**src/rtl/sobel_obi_arbiter.sv**
```systemverilog
// Round-robin arbiter sharing one OBI manager port between NUM_REQ Sobel-side requesters.
// Address phases lock until granted; an in-order ID FIFO routes responses back.
module sobel_obi_arbiter #(
  parameter int NUM_REQ         = 2,
  parameter int MAX_OUTSTANDING = 4,
  parameter int AW              = 32,
  parameter int DW              = 32
) (
  input  logic                               clk,
  input  logic                               rst_n,
  input  logic [NUM_REQ-1:0]                 req_i,
  output logic [NUM_REQ-1:0]                 gnt_o,
  input  logic [NUM_REQ*AW-1:0]              addr_i,
  input  logic [NUM_REQ-1:0]                 we_i,
  input  logic [NUM_REQ*4-1:0]               be_i,
  input  logic [NUM_REQ*DW-1:0]              wdata_i,
  output logic [NUM_REQ-1:0]                 rvalid_o,
  output logic [DW-1:0]                      rdata_o,
  output logic                               err_o,
  output logic                               obi_req,
  input  logic                               obi_gnt,
  output logic [AW-1:0]                      obi_addr,
  output logic                               obi_we,
  output logic [3:0]                         obi_be,
  output logic [DW-1:0]                      obi_wdata,
  output logic [3:0]                         obi_aid,
  input  logic                               obi_rvalid,
  input  logic [DW-1:0]                      obi_rdata,
  input  logic                               obi_err,
  input  logic [3:0]                         obi_rid,
  output logic [$clog2(MAX_OUTSTANDING):0]   outstanding,
  output logic                               id_err_o
);

  localparam int IW = (NUM_REQ > 2) ? 2 : 1;
  localparam int PW = $clog2(MAX_OUTSTANDING);
  localparam int CW = PW + 1;

  typedef enum logic {ARB, LOCK} state_t;

  state_t          state_q, state_d;
  logic [IW-1:0]   rr_ptr;
  logic [IW-1:0]   lock_idx;
  logic [IW-1:0]   rr_win;
  logic [IW-1:0]   winner;
  logic [CW-1:0]   count_q;
  logic [PW-1:0]   wr_ptr, rd_ptr;
  logic [IW-1:0]   fifo_mem [MAX_OUTSTANDING];
  logic [IW-1:0]   head;
  logic            full, empty;
  logic            push, pop;
  logic            lock_drop;
  logic            id_err_q, id_err_set;

  assign full  = (count_q == CW'(MAX_OUTSTANDING));
  assign empty = (count_q == '0);

  // Round-robin pick: lowest distance from rr_ptr among active requesters.
  always_comb begin
    int best;
    int rank;
    rr_win = rr_ptr;
    best   = NUM_REQ;
    rank   = 0;
    for (int k = 0; k < NUM_REQ; k++) begin
      rank = k - int'(rr_ptr);
      if (rank < 0) rank = rank + NUM_REQ;
      if (req_i[k] && (rank < best)) begin
        best   = rank;
        rr_win = IW'(k);
      end
    end
  end

  assign winner    = (state_q == LOCK) ? lock_idx : rr_win;
  assign lock_drop = (state_q == LOCK) && !req_i[lock_idx];

  always_comb begin
    if (state_q == LOCK) obi_req = req_i[lock_idx] && !full;
    else                 obi_req = (|req_i) && !full;
  end

  assign push = obi_req && obi_gnt;
  assign pop  = obi_rvalid && !empty;
  assign head = fifo_mem[rd_ptr];

  // Address phase is zeroed whenever nothing is being requested downstream.
  always_comb begin
    obi_addr  = '0;
    obi_we    = 1'b0;
    obi_be    = '0;
    obi_wdata = '0;
    obi_aid   = '0;
    gnt_o     = '0;
    if (obi_req) begin
      obi_addr  = addr_i[int'(winner)*AW +: AW];
      obi_we    = we_i[winner];
      obi_be    = be_i[int'(winner)*4 +: 4];
      obi_wdata = wdata_i[int'(winner)*DW +: DW];
      obi_aid   = {{(4-IW){1'b0}}, winner};
    end
    if (push) gnt_o[winner] = 1'b1;
  end

  always_comb begin
    rvalid_o = '0;
    rdata_o  = '0;
    err_o    = 1'b0;
    if (pop) begin
      rvalid_o[head] = 1'b1;
      rdata_o        = obi_rdata;
      err_o          = obi_err;
    end
  end

  assign id_err_set = lock_drop
                   || (obi_rvalid && empty)
                   || (pop && (obi_rid != {{(4-IW){1'b0}}, head}));

  always_comb begin
    state_d = state_q;
    case (state_q)
      ARB:     if (obi_req && !obi_gnt) state_d = LOCK;
      LOCK:    if (push || lock_drop)   state_d = ARB;
      default: state_d = ARB;
    endcase
  end

  always_ff @(posedge clk or negedge rst_n) begin
    if (!rst_n) begin
      state_q  <= ARB;
      lock_idx <= '0;
      rr_ptr   <= '0;
      count_q  <= '0;
      wr_ptr   <= '0;
      rd_ptr   <= '0;
      id_err_q <= 1'b0;
    end else begin
      state_q <= state_d;
      if ((state_q == ARB) && obi_req && !obi_gnt) lock_idx <= winner;
      if (push) begin
        rr_ptr <= (winner == IW'(NUM_REQ-1)) ? '0 : winner + 1'b1;
        wr_ptr <= wr_ptr + 1'b1;
      end
      if (pop) rd_ptr <= rd_ptr + 1'b1;
      case ({push, pop})
        2'b10:   count_q <= count_q + 1'b1;
        2'b01:   count_q <= count_q - 1'b1;
        default: count_q <= count_q;
      endcase
      if (id_err_set) id_err_q <= 1'b1;
    end
  end

  // ID storage carries no reset; only entries between rd_ptr and wr_ptr are ever read.
  always_ff @(posedge clk) begin
    if (push) fifo_mem[wr_ptr] <= winner;
  end

  assign outstanding = count_q;
  assign id_err_o    = id_err_q;

endmodule

```
**config.mk**
```make
export PLATFORM = sky130hd
export DESIGN_NAME = sobel_obi_arbiter
export DESIGN_NICKNAME = d
export VERILOG_FILES = /design/src/rtl/sobel_obi_arbiter.sv
export SDC_FILE = /design/constraint.sdc
export NUM_CORES = 1
export LEC_CHECK = 0
export CORE_AREA = 2 2 116 118
export CTS_CLUSTER_SIZE = 24
export DETAILED_ROUTE_END_ITERATION = 6
export DIE_AREA = 0 0 118 120
export PLACE_DENSITY = 0.58
export SETUP_SLACK_MARGIN = 0.5
export SYNTH_ARGS = -nofsm -noshare
export SYNTH_HDL_FRONTEND = slang
export SYNTH_SLANG_ARGS = --single-unit
```
**constraint.sdc**
```tcl
create_clock -name clk -period 2.4 [get_ports clk]
set_input_delay 0.36 -clock clk [delete_from_list [all_inputs] [get_ports clk]]
set_output_delay 0.36 -clock clk [all_outputs]
set_load 0.005 [all_outputs]
```
==> results of run 1 <==
## critical path, stage by stage (launching register included)
cell      delay (ps)
dfrtp_2          440
o211ai_4         210
buf_6            120
buf_6             90
buf_12           100
buf_6             90
buf_12           110
buf_16           110
buf_6            100
nand3_4           60
a21oi_2          150
buf_2            140
## cells in the mapped netlist (all sizes together), types with 2 or more instances
cell,n
nand2b,2
edfxtp,4
xor2,3
and3,4
nand2,5
inv,8
mux2i,2
a21oi,70
nand3,69
ha,5
nor3,2
mux2,3
o21ai,69
nor2b,2
and2,36
xnor2,4
clkbuf,32
dfrtp,11
nor2,8
buf,12
## stage by stage
stage	util	instance area (um^2)	hold WS, ps	setup WS [ps]
floorplan	-	2350	64.4	396
global placement	0.429	5570	449	-420
detailed placement	0.429	5570	480	-447
CTS	0.581	7540	480	108
global route	0.645	8380	499	16.2
finish	0.645	8380	467	67.7
## worst max-delay path by stage
| stage | startpoint | to | slack, ps | cells after the start |
|---|---|---|---|---|
| floorplan | lock_idx$_DFFE_PN0P_ | outstanding[2]$_DFFE_PN0P_ | 400 | 12 |
| global placement | req_i[0] | obi_addr[11] | -420 | 7 |
| detailed placement | req_i[0] | obi_wdata[31] | -450 | 7 |
| CTS | rr_ptr$_DFFE_PN0P_ | obi_wdata[7] | 110 | 11 |
| global route | rr_ptr$_DFFE_PN0P_ | obi_wdata[18] | 20 | 11 |
| finish | rr_ptr$_DFFE_PN0P_ | obi_wdata[1] | 70 | 11 |
## logic make-up (layout without fill, tap and decap cells)
group	Yosys count	after routing
AOI/OAI and AO/OA	144	145
and+or+nand+nor	130	130
buffers and inverters	52	455
DFF	15	15
xor gates and xnor gates	7	7
adders and majority gates	6	6
muxes	6	6
other	1	3
## timing repair
item                       in CTS  in global routing
pin swaps                      95                 73
cloned                         25                  3
setup endpoints to repair     110                110
resized for setup             704                167
buffers inserted               81                 20
## registers in the layout, indices dropped and copies added (netlist names)
signal,count
rd_ptr,2
fifo_mem,4
state_q,1
outstanding,3
wr_ptr,2
lock_idx,1
id_err_o,1
rr_ptr,1
## power by group
group	total, mW	leakage [nW]	switching [mW]	internal (mW)
clock	0.335	0.0382	0.110	0.226
sequential	0.515	0.158	0.122	0.393
combinational	9.42	3.36	4.13	5.29
total	10.3	3.56	4.36	5.91
## cell type report
type / instances / share of cell area
Inverter: 8 / 0.00478
Multi-Input combinational cell: 297 / 0.336
Tap cell: 176 / 0.0263
Clock buffer: 4 / 0.00941
Sequential cell: 15 / 0.0478
Timing Repair Buffer: 443 / 0.576
## layer usage
layer  vias up  share of wire  global-route usage
met5         -              0                   0
met4         0          0.026              0.0610
met3        48          0.069              0.0399
met2       221           0.53               0.430
met1      2218           0.38               0.287
li1       2114              -                   -
==> flow_metrics.env, run 1 <==
export IMPL_outcome="finished, final reports clean"
export IMPL_multiInputGateArea_um2=2820
export IMPL_drc=0
export IMPL_drive_gt1_frac=0.631
export IMPL_grt_pass1_wl_mm=26.4
export IMPL_antenna_found_initial=0
export IMPL_vdd_drop_max_v=0.000621
export IMPL_synth_seq_cells=15
export IMPL_ff2ff_setup_slack_ps=210
export IMPL_synthAdderAreaFrac=0.0357
export IMPL_grt_overflow_total=0
export IMPL_yosys_warnings=0
export IMPL_rows=42
export IMPL_synth_area_top_cells="a21oi_1 15%, nand3_1 15%, o21ai_0 15%"
export IMPL_synth_simple_area_share=0.307
export IMPL_synth_top_area_share=0.149
export IMPL_yosysTopAreaCell="a21oi_1"
export IMPL_p_per_area_nw_per_um2=1230
export IMPL_final_antenna_net_count=0
export IMPL_core_um2=13000
export IMPL_clk_pin_slew_ps=50
export IMPL_worstSetupPathType="reg2out"
export IMPL_firstDrtPassIters=4
export IMPL_dp_cells=810
export IMPL_syn_inst=361
export IMPL_tightest_slew_ps=547
export IMPL_num_nets_final=955
export IMPL_synth_compound_area_frac=0.322
export IMPL_hp_class="in2async"
export IMPL_routed_wl_mm=18.6
export IMPL_drt_iter0_markers=197
export IMPL_cts_buffer_depth=2
export IMPL_r2r_end="outstanding[2]$_DFFE_PN0P_"
export IMPL_max_slew_margin=0.634
export IMPL_fin_cells=943
export IMPL_ys_async_sr_fraction=0.733
export IMPL_clkLatencyLatePin_ps=250
export IMPL_synth_edf_count=4
export IMPL_required_ps=2040
export IMPL_die_y_um=120
export IMPL_cp_end_kind="output pin"
export IMPL_cts_root_buf="clkbuf_16"
export IMPL_num_antenna_cells=0
export IMPL_ys_seq_area_frac=0.171
export IMPL_finClkSkew_ps=3.23
export IMPL_maxSlewViolCount=0
export IMPL_synth_xor_area_frac=0.0265
export IMPL_grt_pass1_vias=4688
export IMPL_start_util=0.178
export IMPL_r2r_cells=11
export IMPL_ys_types=39
export IMPL_r2r_start="lock_idx$_DFFE_PN0P_"
export IMPL_die_area_um2=14200
export IMPL_via_per_inst=4.88
export IMPL_grt_max_degree=31
export IMPL_critPathMaxFanout=5
export IMPL_startpoint_type="flop"
export IMPL_finalHoldViolCount=0
export IMPL_synthMuxAreaShare=0.0362
export IMPL_io_pins=296
export IMPL_fin_setup_tns_ps=0
export IMPL_regArea_um2=400
export IMPL_cts_hold_repair_buffers=0
export IMPL_final_common_cell="clkdlybuf4s50_1"
export IMPL_period_minus_slack_ps=2330
export IMPL_nFillCells=1031
export IMPL_p_total_mw=10.3
export IMPL_die_w_um=118
export IMPL_setup_viol=0
export IMPL_clock_fmax_mhz=429
export IMPL_layout_common_cells="181 x clkdlybuf4s50_1, 76 x buf_6, 71 x buf_2"
export IMPL_static_leakage_power_nw=3.56
export IMPL_vias=4601
export IMPL_worstPathArrival_ps=1970
export IMPL_hpwl_mm=9.75
export IMPL_cts_made_buffers=3
export IMPL_io_buffers=292
export IMPL_maxCapViolations=0
export IMPL_cts_max_level=1
export IMPL_synth_ff_type="dfrtp_1"
export IMPL_finalCritPeriodShare=0.972
export IMPL_clock_sinks=15
export IMPL_syn_area_um2=2320
export IMPL_synth_top_family_by_area="compound AO/OA/AOI/OAI gates"
export IMPL_syn_area_per_cell_um2=6.42
export IMPL_area_delta_synth_final_pct=262
export IMPL_cts_tree="done"
export IMPL_grt_setup_unrepaired="true"
export IMPL_grtUsageTotal=0.236
export IMPL_routabilityCongestion=0.884
export IMPL_post_drt_wl_per_cell_um=19.8
Power figures use the tool's default switching activity.
==> inputs of run 2 (changes only) <==
SETUP_SLACK_MARGIN = 0.05   (was 0.5)
SKIP_CTS_REPAIR_TIMING = 1   (was not set)
==> run 2 against run 1 <==
Compared with the run above: the run now ends with negative setup slack left; clock-buffer cell count fell by 1; die area is the same; non-clock buffer count shrank 115; sequential power barely moved; critical path type is now in2out; total power fell by 39%; clock power is 4% lower; worst hold slack about the same; critical endpoint is now obi_addr[27]; clock skew barely moved; global-route usage decreased by 7.3 points; highest routed layer unchanged; via count down 17%; first-iteration DRC count increased by 2.5%; core utilization fell by 18 points.
==> flow_metrics.env, run 2 (same netlist as run 1, synthesis figures left out) <==
export IMPL_routed_wl_mm=13.9
export IMPL_worstSetupPathType="in2out"
export IMPL_die_area_um2=14200
export IMPL_clkPwrFrac=0.051
export IMPL_post_drt_wl_per_cell_um=16.8
export IMPL_cts_tree="done"
export IMPL_antenna_found_initial=0
export IMPL_finalCritPeriodShare=1.06
export IMPL_maxCapViolations=0
export IMPL_hp_class="in2async"
export IMPL_fin_cells=827
export IMPL_drc=0
export IMPL_setup_viol=36
export IMPL_period_minus_slack_ps=2560
export IMPL_grtUsageTotal=0.163
export IMPL_num_nets_final=839
export IMPL_clkLatencyLatePin_ps=240
export IMPL_max_slew_margin=0.649
export IMPL_critPathMaxFanout=16
export IMPL_firstDrtPassIters=6
export IMPL_via_per_inst=4.64
export IMPL_clock_fmax_mhz=391
export IMPL_finalHoldViolCount=0
export IMPL_area_delta_synth_final_pct=162
export IMPL_cts_buffer_depth=2
export IMPL_top_register="fifo_mem"
export IMPL_drive_gt1_frac=0.115
export IMPL_largest_reg_flops=4
export IMPL_grt_setup_unrepaired="true"
export IMPL_intPower_mw=3.61
export IMPL_grt_pass1_vias=3590
export IMPL_final_antenna_net_count=0
export IMPL_cts_root_buf="clkbuf_16"
export IMPL_io_buffers=292
export IMPL_fin_ws_ps=-155
export IMPL_switchingPower_mw=2.62
export IMPL_die_y_um=120
export IMPL_die_w_um=118
export IMPL_required_ps=2040
export IMPL_maxSlewViolCount=0
export IMPL_startpoint_type="input pin"
export IMPL_layout_common_cells="254 x clkdlybuf4s50_1, 68 x nand3_1, 64 x o21ai_0"
export IMPL_p_per_area_nw_per_um2=1030
export IMPL_routabilityCongestion=0.859
export IMPL_cp_end_kind="output pin"
export IMPL_switching_share=0.421
export IMPL_grt_overflow_total=0
export IMPL_worstPathArrival_ps=2200
export IMPL_failed_checks="negative setup slack"
export IMPL_tightest_slew_ps=525
export IMPL_vdd_drop_max_v=0.000687
export IMPL_clock_sinks=15
export IMPL_final_common_cell="clkdlybuf4s50_1"
export IMPL_drt_iter0_markers=202
export IMPL_io_pins=296
export IMPL_grt_max_degree=50
export IMPL_start_util=0.178
export IMPL_fin_setup_tns_ps=-4360
export IMPL_clk_pin_slew_ps=50
export IMPL_grt_pass1_wl_mm=18.8
export IMPL_outcome="finished, violations left"
export IMPL_static_leakage_power_nw=2.76
export IMPL_dp_cells=809
export IMPL_num_antenna_cells=0
export IMPL_power_frac_comb=0.866
export IMPL_cts_made_buffers=3
export IMPL_vias=3839
export IMPL_rows=42
export IMPL_seq_power_share=0.083
export IMPL_hpwl_mm=9.82
export IMPL_core_um2=13000
export IMPL_finClkSkew_ps=2.84
export IMPL_cts_max_level=1
run 2: cell types whose count changed in the layout (fill, tap and decap cells not counted), sizes merged:
cell / previous run / this run
dlymetal6s2s: 0 / 37
clkinv: 0 / 1
bufbuf: 3 / 0
clkdlybuf4s50: 181 / 254
clkbuf: 11 / 10
buf: 251 / 30
dlygate4sd2: 1 / 0
o211a: 2 / 1
run 2: area by class of cell:
| cell class | instances | area [um^2] |
|---|---|---|
| well taps | 176 | 220 |
| clock inverters | 1 | 5.00 |
| clock buffers | 3 | 75.1 |
| fillers | 1312 | 6920 |
| multi-input cells | 296 | 1810 |
| repair buffers | 328 | 3520 |
| inverters | 8 | 35.0 |
| flip-flops and latches | 15 | 395 |
run 2: stage by stage:
step                      hold slack [ps]  setup WS [ps]   util  area [um^2]  total power, mW
final                                 467           -155  0.467         6060             6.23
after global routing                  498           -257  0.467         6060             6.70
after CTS                             486           -373  0.434         5640             5.80
after detailed placement              459           -378  0.428         5560             5.44
after global placement                462           -347  0.428         5560             5.41
after floorplan                      64.4            289      -         2320             2.63
run 2: metal layers:
metal  routed length, um  vias to the layer above  track usage
met2                7170                      202        0.299
met3                1100                       14       0.0399
li1                    -                     1856            -
met5                   0                        -            0
met1                5400                     1767        0.192
met4                 195                        0       0.0346
run 2: critical path, stage by stage:
cell	delay [ps]
dlymetal6s2s_1	150
and2b_2	230
o211ai_4	320
buf_4	200
clkbuf_16	170
nand3_1	80
a21oi_1	160
clkdlybuf4s50_1	520
run 2: worst paths after layout:
kind,start,to,slack [ps],cells after the start
setup / recovery,req_i[1],obi_addr[27],-160,8
hold / removal,rst_n,outstanding[0]$_DFFE_PN0P_,470,1
setup reg to reg,lock_idx$_DFFE_PN0P_,outstanding[2]$_DFFE_PN0P_,230,11
min in group clk,id_err_o$_DFFE_PN0P_,id_err_o$_DFFE_PN0P_,490,1
hold reg to reg,id_err_o$_DFFE_PN0P_,id_err_o$_DFFE_PN0P_,490,1
max in group asynchronous,rst_n,state_q$_DFF_PN0_,1580,1
run 2: power groups by stage:
| stage | clock (mW) | sequential, mW | combinational [mW] |
|---|---|---|---|
| 6_report | 0.320 | 0.517 | 5.39 |
| 3_5_place_dp | 0 | 0.514 | 4.93 |
| 3_3_place_gp | 0 | 0.505 | 4.91 |
| 4_1_cts | 0.328 | 0.510 | 4.97 |
| 5_1_grt | 0.340 | 0.537 | 5.82 |
| 2_1_floorplan | 0 | 0.479 | 2.15 |
==> RTL change, RTL diff (flow settings as in run 1) <==
Change the parameter `NUM_REQ` from 2 to 1.
--- a/src/rtl/sobel_obi_arbiter.sv
+++ b/src/rtl/sobel_obi_arbiter.sv
@@ -3,3 +3,3 @@
 module sobel_obi_arbiter #(
-  parameter int NUM_REQ         = 2,
+  parameter int NUM_REQ         = 1,
   parameter int MAX_OUTSTANDING = 4,
Ports: changed (7 resized); port bits go from 296 to 224. No check against the original RTL was run, so the function may have changed too.
==> RTL change against run 1 <==
  * Fmax rose by 2.3%
  * Wire length fell by 54%
  * Register-to-register slack got worse by 0.07 ns
  * Power fell by 69%
  * Combinational power fell by 74%
  * Setup slack improved by 0.053 ns
  * Die area did not move
  * Sequential power fell by 26%
  * Area after synthesis fell by 38%
  * First-iteration DRC count fell by 64%
  * Sequential cell count fell by 1
  * Clock power fell by 6.0%
  * Synthesized cell count fell by 51%
  * Final area fell by 39%
  * Critical endpoint is now obi_we
==> RTL change: results (changes against run 1) <==
outcome=finished clean (unchanged); global-route wire length before repair=12200 µm (was 26400 µm); placer congestion estimate=0.701 (was 0.884); Total Wirelength=8590 µm (was 18600 µm); Iter 0 DRT Violations=70 (was 197); Worst R2R Path Depth=15 (was 11); Post-CTS Resized=426 (was 704); top post-synthesis cells by area=and2_1 46%, dfrtp_1 18%, edfxtp_1 8.4% (was a21oi_1 15%, nand3_1 15%, o21ai_0 15%); synth unique cells=29 (was 39); Fin Hold WS=0.401 ns (was 0.467 ns); slowest CP cell=dfrtp_1 (was dfrtp_2); Sw Pwr=0.950 mW (was 4.36 mW); Worst Path Arrival=1.92 ns (was 1.97 ns); hpwl dp=5320 µm (was 9750 µm); routed wire length per instance=13.6 µm (was 19.8 µm); clock share of power=10.0% (was 3.3%); Setup Buffers After CTS=37 (was 81); most instantiated cells after synthesis=105 x and2_1, 10 x dfrtp_1, 8 x clkbuf_1 (was 69 x a21oi_1, 69 x nand3_1, 69 x o21ai_0); met2 WL post-DR=4560 µm (was 9810 µm); Cells after DPL=569 (was 810); total track usage=10.7% (was 23.6%); fmax=439 MHz (was 429 MHz); R2R Setup Slk=0.14 ns (was 0.21 ns); ys async rst share=71.4% (was 73.3%); Setup Slack @ Placement=-0.174 ns (was -0.447 ns); CP max stage delay=0.39 ns (was 0.44 ns); routing usage on met3=2.71% (was 3.99%); placed standard-cell area=3870 µm² (was 5570 µm²); number of I/O port buffers=220 (was 292); via count normalized by instance count=3.66 (was 4.88); grt met1 use=12.0% (was 28.7%); Worst Setup EP=obi_we (was obi_wdata[1]); WL met3=678 µm (was 1280 µm)
-- RTL change: kinds of logic (layout without fill, tap and decap cells) --
| group | Yosys count | count (layout) | synth area share [%] |
|---|---|---|---|
| buffers and inverters | 22 | 296 | 6.93 |
| muxes | 2 | 2 | 2.28 |
| DFF | 14 | 14 | 26.0 |
| adders and majority gates | 6 | 6 | 5.79 |
| other | 1 | 3 | 0.263 |
| xor gates and xnor gates | 7 | 7 | 4.30 |
| AOI/OAI and AO/OA | 5 | 5 | 2.37 |
| and+or+nand+nor | 121 | 121 | 52.1 |
-- RTL change: area by class of cell --
cell class                      count  area [µm²]
Sequential cell                    14         370
Tap cell                          176         220
Timing Repair Buffer              285        3240
Multi-Input combinational cell    144        1200
Fill cell                        1275        7840
Inverter                            7        28.8
Clock inverter                      1        3.75
Clock buffer                        3        75.1
